## config.mk

```make
export PLATFORM = sky130hd
export DESIGN_NAME = song_reader_multi
export DESIGN_NICKNAME = d
export VERILOG_FILES = /design/src/rtl/song_pkg.sv /design/src/rtl/rest_timer.sv /design/src/rtl/song_reader_multi.sv
export SDC_FILE = /design/constraint.sdc
export NUM_CORES = 1
export LEC_CHECK = 0
export CAP_MARGIN = 20
export CORE_UTILIZATION = 60
export DETAILED_ROUTE_END_ITERATION = 8
export DONT_BUFFER_PORTS = 1
export GPL_TIMING_DRIVEN = 0
export HOLD_SLACK_MARGIN = 0.08
export PLACE_DENSITY = 0.76
export SETUP_SLACK_MARGIN = 0.5
export SYNTH_ARGS = -nofsm -noshare
export SYNTH_HDL_FRONTEND = slang
export SYNTH_SLANG_ARGS = --single-unit
```

## constraint.sdc

```tcl
create_clock -name clk -period 8.5 [get_ports clk]
set_input_delay 2.125 -clock clk [delete_from_list [all_inputs] [get_ports clk]]
set_output_delay 2.125 -clock clk [all_outputs]
set_load 0.01 [all_outputs]
```

## src/rtl/song_pkg.sv

```systemverilog
// Shared encodings and default widths for the multi-song note reader.
package song_pkg;

   localparam int SONG_BITS_DEF = 4;
   localparam int ADDR_BITS_DEF = 5;
   localparam int NOTE_W_DEF    = 6;
   localparam int DUR_W_DEF     = 6;
   localparam int META_W_DEF    = 3;

   // An all-zero ROM word terminates a song.
   localparam int END_MARKER = 0;

   typedef enum logic [2:0] {
      S_IDLE,
      S_FETCH,
      S_WAIT,
      S_DECODE,
      S_ISSUE,
      S_REST,
      S_DONE
   } state_t;

endpackage

```

## src/rtl/rest_timer.sv

```systemverilog
// Counts beats during a rest; done reflects the count including a beat arriving this cycle.
module rest_timer #(
   parameter int W = 6
) (
   input  logic         clk,
   input  logic         reset,
   input  logic         load,
   input  logic [W-1:0] target,
   input  logic         enable,
   input  logic         beat,
   output logic         done
);

   logic [W-1:0] cnt;
   logic [W-1:0] tgt;
   logic [W-1:0] cnt_inc;

   assign cnt_inc = cnt + W'(beat & enable);
   assign done    = (cnt_inc == tgt);

   always_ff @(posedge clk or negedge reset) begin
      if (!reset) begin
         cnt <= '0;
         tgt <= '0;
      end else if (load) begin
         cnt <= '0;
         tgt <= target;
      end else if (enable && beat) begin
         cnt <= cnt_inc;
      end
   end

endmodule

```

## src/rtl/song_reader_multi.sv

```systemverilog
// Walks a song's words in ROM, handing notes to the player and timing rests on the beat tick.
module song_reader_multi
   import song_pkg::*;
#(
   parameter int SONG_BITS = SONG_BITS_DEF,
   parameter int ADDR_BITS = ADDR_BITS_DEF,
   parameter int NOTE_W    = NOTE_W_DEF,
   parameter int DUR_W     = DUR_W_DEF,
   parameter int META_W    = META_W_DEF
) (
   input  logic                            clk,
   input  logic                            reset,
   input  logic                            play,
   input  logic                            loop_en,
   input  logic [SONG_BITS-1:0]            song,
   input  logic                            beat,
   output logic [SONG_BITS+ADDR_BITS-1:0]  rom_addr,
   input  logic [NOTE_W+DUR_W+META_W:0]    rom_data,
   output logic                            new_note,
   input  logic                            note_ready,
   output logic [NOTE_W-1:0]               note,
   output logic [DUR_W-1:0]                duration,
   output logic [META_W-1:0]               metadata,
   output logic                            song_done
);

   localparam int W = 1 + NOTE_W + DUR_W + META_W;

   state_t               state_q, state_d;
   logic [ADDR_BITS-1:0] note_addr, addr_d;
   logic [SONG_BITS-1:0] song_latched, song_d;
   logic                 play_q;
   logic                 timer_load, timer_en, timer_done;
   logic                 fields_load, advance, at_end, running;

   logic                 w_rest;
   logic [NOTE_W-1:0]    w_note;
   logic [DUR_W-1:0]     w_dur;
   logic [META_W-1:0]    w_meta;

   assign {w_rest, w_note, w_dur, w_meta} = rom_data;
   assign rom_addr = {song_latched, note_addr};
   assign running  = (state_q != S_IDLE) && (state_q != S_DONE);

   rest_timer #(.W(NOTE_W)) u_rest_timer (
      .clk    (clk),
      .reset  (reset),
      .load   (timer_load),
      .target (w_note),
      .enable (timer_en),
      .beat   (beat),
      .done   (timer_done)
   );

   always_comb begin
      state_d     = state_q;
      addr_d      = note_addr;
      song_d      = song_latched;
      timer_load  = 1'b0;
      timer_en    = 1'b0;
      fields_load = 1'b0;
      advance     = 1'b0;
      at_end      = 1'b0;
      case (state_q)
         S_IDLE: if (play) begin
            song_d  = song;
            addr_d  = '0;
            state_d = S_FETCH;
         end
         S_FETCH: if (play) state_d = S_WAIT;
         // a pause while the read is in flight restarts the fetch
         S_WAIT: state_d = play ? S_DECODE : S_FETCH;
         S_DECODE: if (play) begin
            if (rom_data == W'(END_MARKER)) begin
               advance = 1'b1;
               at_end  = 1'b1;
            end else if (w_rest) begin
               timer_load = 1'b1;
               state_d    = S_REST;
            end else begin
               fields_load = 1'b1;
               state_d     = S_ISSUE;
            end
         end
         S_ISSUE: if (note_ready) advance = 1'b1;
         S_REST: if (play) begin
            timer_en = 1'b1;
            if (timer_done) advance = 1'b1;
         end
         S_DONE: if (play && !play_q) begin
            song_d  = song;
            addr_d  = '0;
            state_d = S_FETCH;
         end
         default: state_d = S_IDLE;
      endcase

      if (advance) begin
         if (at_end || note_addr == '1) begin
            if (loop_en) begin
               addr_d  = '0;
               state_d = S_FETCH;
            end else begin
               state_d = S_DONE;
            end
         end else begin
            addr_d  = note_addr + ADDR_BITS'(1);
            state_d = S_FETCH;
         end
      end

      // a new song selection overrides any transfer or beat in the same cycle
      if (running && song != song_latched) begin
         song_d      = song;
         addr_d      = '0;
         state_d     = S_FETCH;
         timer_load  = 1'b0;
         timer_en    = 1'b0;
         fields_load = 1'b0;
      end
   end

   always_ff @(posedge clk or negedge reset) begin
      if (!reset) begin
         state_q      <= S_IDLE;
         note_addr    <= '0;
         song_latched <= '0;
         play_q       <= 1'b0;
         new_note     <= 1'b0;
         song_done    <= 1'b0;
         note         <= '0;
         duration     <= '0;
         metadata     <= '0;
      end else begin
         state_q      <= state_d;
         note_addr    <= addr_d;
         song_latched <= song_d;
         play_q       <= play;
         new_note     <= (state_d == S_ISSUE);
         song_done    <= (state_d == S_DONE);
         if (fields_load) begin
            note     <= w_note;
            duration <= w_dur;
            metadata <= w_meta;
         end
      end
   end

endmodule
```

# Word-level counts from Yosys, hierarchy flattened
# Index checks and enable logic that the tools add are counted.
# classes
n_lt_le_gt_ge	0
muxes	45
n_shift	0
n_mul	0
n_reduce_logical	13
bitwise	1
n_addsub	2
n_div	0
n_eq_ne	14
# op_table
cell	count
$mux W5	6
$mux W3	9
$mux W1	20
$pmux W3 S6	1
$logic_not A16 Y1	1
$eq A3 B3 Y1 const B	5
$mux W4	3
$mux W6	2
$pmux W5 S2	1
$ne A3 B3 Y1 const B	3
$pmux W4 S2	1
$add A6 B6 Y6	1
$eq A3 B2 Y1 const B	2
$eq A6 B6 Y1	1
$reduce_bool A3 Y1	2
$add A5 B1 Y5 const B	1
$eq A5 B5 Y1 const B	1
$logic_and A1 B1 Y1	4
$ne A4 B4 Y1	1
$eq A3 B1 Y1 const B	1
$logic_not A3 Y1	1
$pmux W1 S3	1
$reduce_and A3 Y1	1
$mux W2	1
other kinds (5)	5
# word_totals
in_bits	26
latch_bits	0
register_bits	42
rom_bits	0
n_memories	0
mem_bits_rw	0

# Logic depth before layout (Yosys ltp)
# logic_depth
word_depth	13
ltp_mapped	11
ltp_nobuf	11

# Hierarchy
# Synthesis repeated with hierarchy kept, for this count alone.
# unflattened
hier_cells	185
area_unflattened_um2	2205.9
# by_module_without_submodules
mod	area_each_um2	cells_per_inst	seq_area_each_um2	n_inst
song_reader_multi	1562.7	123	750.7	1
rest_timer	643.1	62	300.3	1

# Least setup slack after synthesis
# Ideal clock, no wire load.
# synth_timing
path_kind	input to register
start	input port song[0]
end	register note_addr[2]
path_slack_ns	3.462
arrival_ns	4.912
cell_stages	11
required_ns	8.374
path_cell_list	xnor2_1 > nand4_1 > nor4_2 > ha_1 > ha_1 > xor2_1 > or4_1 > a211oi_2 > a211oi_2 > o21ba_1 > a221o_1
# synth_via
elab_chain_len	11
# synth_lines
element	line_no	rtl
start: declaration	song_reader_multi.sv:15	input logic [SONG_BITS-1:0] song,
$ne A4 B4 Y1 *	song_reader_multi.sv:113	if (running && song != song_latched) begin
$logic_and A1 B1 Y1 *	song_reader_multi.sv:113	
$mux W1	song_reader_multi.sv:113	
$and A1 B1 Y1	rest_timer.sv:18	assign cnt_inc = cnt + W'(beat & enable);
$add A6 B6 Y6	rest_timer.sv:18	
$eq A6 B6 Y1	rest_timer.sv:19	assign done = (cnt_inc == tgt);
$mux W1	song_reader_multi.sv:88	if (timer_done) advance = 1'b1;
$mux W1	song_reader_multi.sv:86	S_REST: if (play) begin
$pmux W1 S3	song_reader_multi.sv:64	case (state_q)
$mux W5	song_reader_multi.sv:98	if (advance) begin
$mux W5 *	song_reader_multi.sv:113	
via addr_d[2]	song_reader_multi.sv:30	logic [ADDR_BITS-1:0] note_addr, addr_d;
end signal: assignment	song_reader_multi.sv:136	note_addr <= addr_d;
end: declaration	song_reader_multi.sv:30	
# Mark *: on every way through the listed nets, which the timed path passes. The rest lies on a longest branch.
# A chain may end at the register's enable or synchronous reset.

# Worst setup path after layout
# layout_timing
start	input port song[1]
end	register note_addr[2]
# Same word-level chain as after synthesis.

==> summary.md <==
| Metric | Value |
|---|---|
| Status | `completed` |
| Hold_ws | `0.558 ns` |
| Vias in the first global route | `1660` |
| Mean area per synthesized cell | `around 11 µm²` |
| Yosys reg bits | `42` |
| Pleak | `between 1 and 1.5 nW` |
| Post-Route Skew | `0.0112 ns` |
| VDD IR max | `0.163 mV` |
| Slowest CP cell | `nor4_2` |
| Num CTS Buffers | `5` |
| Initial antenna violation count | `0` |
| CP Data Arrival Time | `5.38 ns` |
| Cts repair resizes | `0` |
| Synth Warn # | `0` |
| Die footprint | `a little under 4000 µm²` |
| Clock Path Buffers | `2` |
| Worst-Margin Slew | `0.787 ns` |
| Core area | `3390 µm²` |
| Synth Area in Compound Gates | `11.1%` |
| Adder-Cell Fraction of Synth Area | `2.31%` |
| Tot Pwr | `0.446 mW` |
| Library cells used by synthesis | `49` |
| Main synth FF type | `dfrtp_1` |
| Max-cap violation count | `0` |
| CTS tree | `done` |
| Final wirelength | `4530 µm` |
| Critical Path Max Stage Delay | `0.59 ns` |
| Crit share post-route | `about 60%` |
| # diodes | `0` |
| Die height | `a little over 60 µm` |
| Largest family of logic cells by synthesized area | `simple AND/OR/NAND/NOR gates` |
| Slew Limit Fails | `0` |
| Drt pass-1 iters | `4` |
| P&R area growth vs syn | `5.59%` |
| Final hold vios | `0` |
| Pwr/cell area | `195 nW/µm²` |
| Worst Path Required | `8.77 ns` |
| H-tree depth | `2` |
| Syn nets | `~220` |
| Placer Congestion | `between 0.8 and 0.9` |
| Initial Util | `between 60% and 70%` |
| Root buffer cell | `clkbuf_4` |
| Routed vias | `1538` |
| Relative slew slack | `47.1%` |
| Post-synth EDFFs | `0` |
| CP Class | `input pin to flop` |
| DRT iter0 DRCs | `around 120` |
| Vias/cell | `6.33` |
| First-pass GRT wire length | `7560 µm` |
| Final setup violation count | `0` |
| I/O pin count | `52` |
| Filler Cell Count | `239` |
| Min Clock Period, post-route | `about 5.1 ns` |
| Fmax | `0.196 GHz` |
| Min-delay worst type | `flop to flop` |
| RSZ-0062 raised after global routing | `no` |
| Share of cells above drive strength 1 | `24.9%` |
| Detail Placement HPWL | `approximately 3400 µm` |
| FP Rows | `21` |
| # Post-CTS Setup Buffers | `0` |
| # DRC | `0` |
| Setup_tns | `0 ns` |
| Total GRT Usage | `25.4%` |
| Area of the mapped netlist | `2170 µm²` |
| Xor/xnor share of the synthesized area | `6.05%` |
| Worst reg-to-reg setup slack | `4.61 ns` |
| Largest net degree at the start of global routing | `43` |
| Wirelength per Cell | `between 15 and 20 µm` |
| Startpoint Class | `input pin` |
| CP endpoint kind | `flop` |
| Nets | `226` |
| Mapped Cells | `189` |
| TritonCTS sink count | `42` |
| Hold buffer count at cts | `0` |
| Worst Path Max Fanout | `7` |
| Critical-path cell list | `xnor2_1, nand4_1, nor4_2, ha_1, ha_1, xor2_1, or4_1, a211oi_2, a211oi_2, o21ba_1, a221o_1` |
| Total gr overflow | `0` |
| Die W | `62.2 µm` |
| Clock Pin Slew Worst Setup and Hold Paths | `0.14 ns` |
| Antenna Nets Post-Route | `0` |
| Synth Area in Simple Gates | `16.1%` |
| Worst-skew pair later-pin latency | `0.37 ns` |
| Post-synthesis mux area share | `14.4%` |
| PortBufs | `0` |
| Post-synth ARST share | `100%` |
| Seq/Total Area, Yosys | `about half` |
-- power by group --
part	leakage [nW]	switching [mW]	total (mW)	internal [mW]
logic	0.486	0.0413	0.0833	0.0420
clock network	0.0366	0.0764	0.112	0.0355
registers	0.563	0.0287	0.251	0.222
-- sequential cells by signal, indices dropped and copies added, names as in the netlist --
register,cells
note_addr,5
state_q,3
note,6
play_q,1
duration,6
u_rest_timer.tgt,6
song_done,1
song_latched,4
u_rest_timer.cnt,6
new_note,1
metadata,3
-- stage by stage --
step | utilization [%] | worst slack (ns) | instances | instance area (µm²)
2_1_floorplan | - | 3.46 | 189 | 2170
3_3_place_gp | 65.7 | 3.09 | 235 | 2230
3_5_place_dp | 65.7 | 3.04 | 235 | 2230
4_1_cts | 67.6 | 3.42 | 243 | 2290
5_1_grt | 67.6 | 3.28 | 243 | 2290
6_report | 67.6 | 3.39 | 243 | 2290
-- layer usage --
layer / vias up / routed length (µm) / track usage, %
met4: 0 / 63 / 10.5
met5: - / 0 / 0
met1: 754 / 1840 / 30.2
met2: 71 / 2250 / 42.0
li1: 705 / - / -
met3: 8 / 370 / 8.64
-- final timing paths --
check | start | to | cells past startpoint
max reg2reg | song_latched[1] | note_addr[2] | 11
max | song[1] | note_addr[2] | 11
min in group asynchronous | reset | note[4] | 0
min reg2reg | u_rest_timer.tgt[4] | u_rest_timer.tgt[4] | 1
max in group asynchronous | reset | song_latched[0] | 0
min | u_rest_timer.tgt[4] | u_rest_timer.tgt[4] | 1
-- cell usage after synthesis, drive strengths merged (2+ instances only) --
library cell | number | area, µm²
nand4 | 3 | 18.8
nor4 | 6 | 43.8
o21ai | 5 | 25.0
nor2 | 14 | 52.6
buf | 2 | 12.5
a211o | 2 | 20.0
dfrtp | 42 | 1050
and4 | 2 | 18.8
a21oi | 3 | 15.0
nor2b | 3 | 18.8
nor3 | 5 | 25.0
or3b | 2 | 17.5
ha | 4 | 50.1
xor2 | 7 | 61.3
nand3 | 3 | 15.0
a31oi | 2 | 12.5
nand2b | 4 | 25.0
a211oi | 4 | 40.0
or3 | 2 | 12.5
nand2 | 10 | 40.0
xnor2 | 8 | 70.1
nor3b | 2 | 15.0
a221o | 2 | 20.0
a22o | 2 | 20.0
mux2 | 26 | 293
inv | 5 | 18.8
mux2i | 2 | 20.0
-- cells by family after synthesis --
| logic type | Yosys count |
|---|---|
| AND/OR/NAND/NOR | 62 |
| flip-flops | 42 |
| AO/OA/AOI/OAI | 30 |
| multiplexers | 28 |
| XOR/XNOR | 15 |
| buffers and inverters | 8 |
| adder cells (fa/ha/maj) | 4 |
-- layout make-up --
cell class / count / area [µm²] / area share (%)
multi-input cells: 139 / 1080 / 47.3
plain buffers: 3 / 16.3 / 0.710
clock buffers: 5 / 37.5 / 1.64
clock inverters: 3 / 26.3 / 1.15
well taps: 46 / 57.6 / 2.51
inverters: 5 / 18.8 / 0.819
flip-flops and latches: 42 / 1050 / 45.9
-- layout by cell type (no fill, tap or decap), types with 2 or more instances in the layout --
cell type	count
a211oi_1	2
or3_1	2
a221o_1	2
a211o_2	2
mux2_2	26
inv_6	3
nor2_1	14
a21oi_1	3
nor2b_1	3
o21ai_0	5
nor3b_1	2
inv_1	5
dfrtp_1	42
xnor2_1	8
nand3_1	3
clkbuf_4	5
a31oi_1	2
nor3_1	5
or3b_2	2
nand2_1	9
ha_1	4
nand4_1	3
xor2_1	7
nand2b_1	4
a22o_2	2
a211oi_2	2
nor4_1	5
mux2i_1	2
-- critical path: cells and delay by family --
family | cells | cell delay (ns)
XOR/XNOR | 2 | 0.28
AO/OA/AOI/OAI | 4 | 1.17
AND/OR/NAND/NOR | 3 | 1.23
adder cells (fa/ha/maj) | 2 | 0.58
Note: power is estimated with default switching activity, not from simulation.
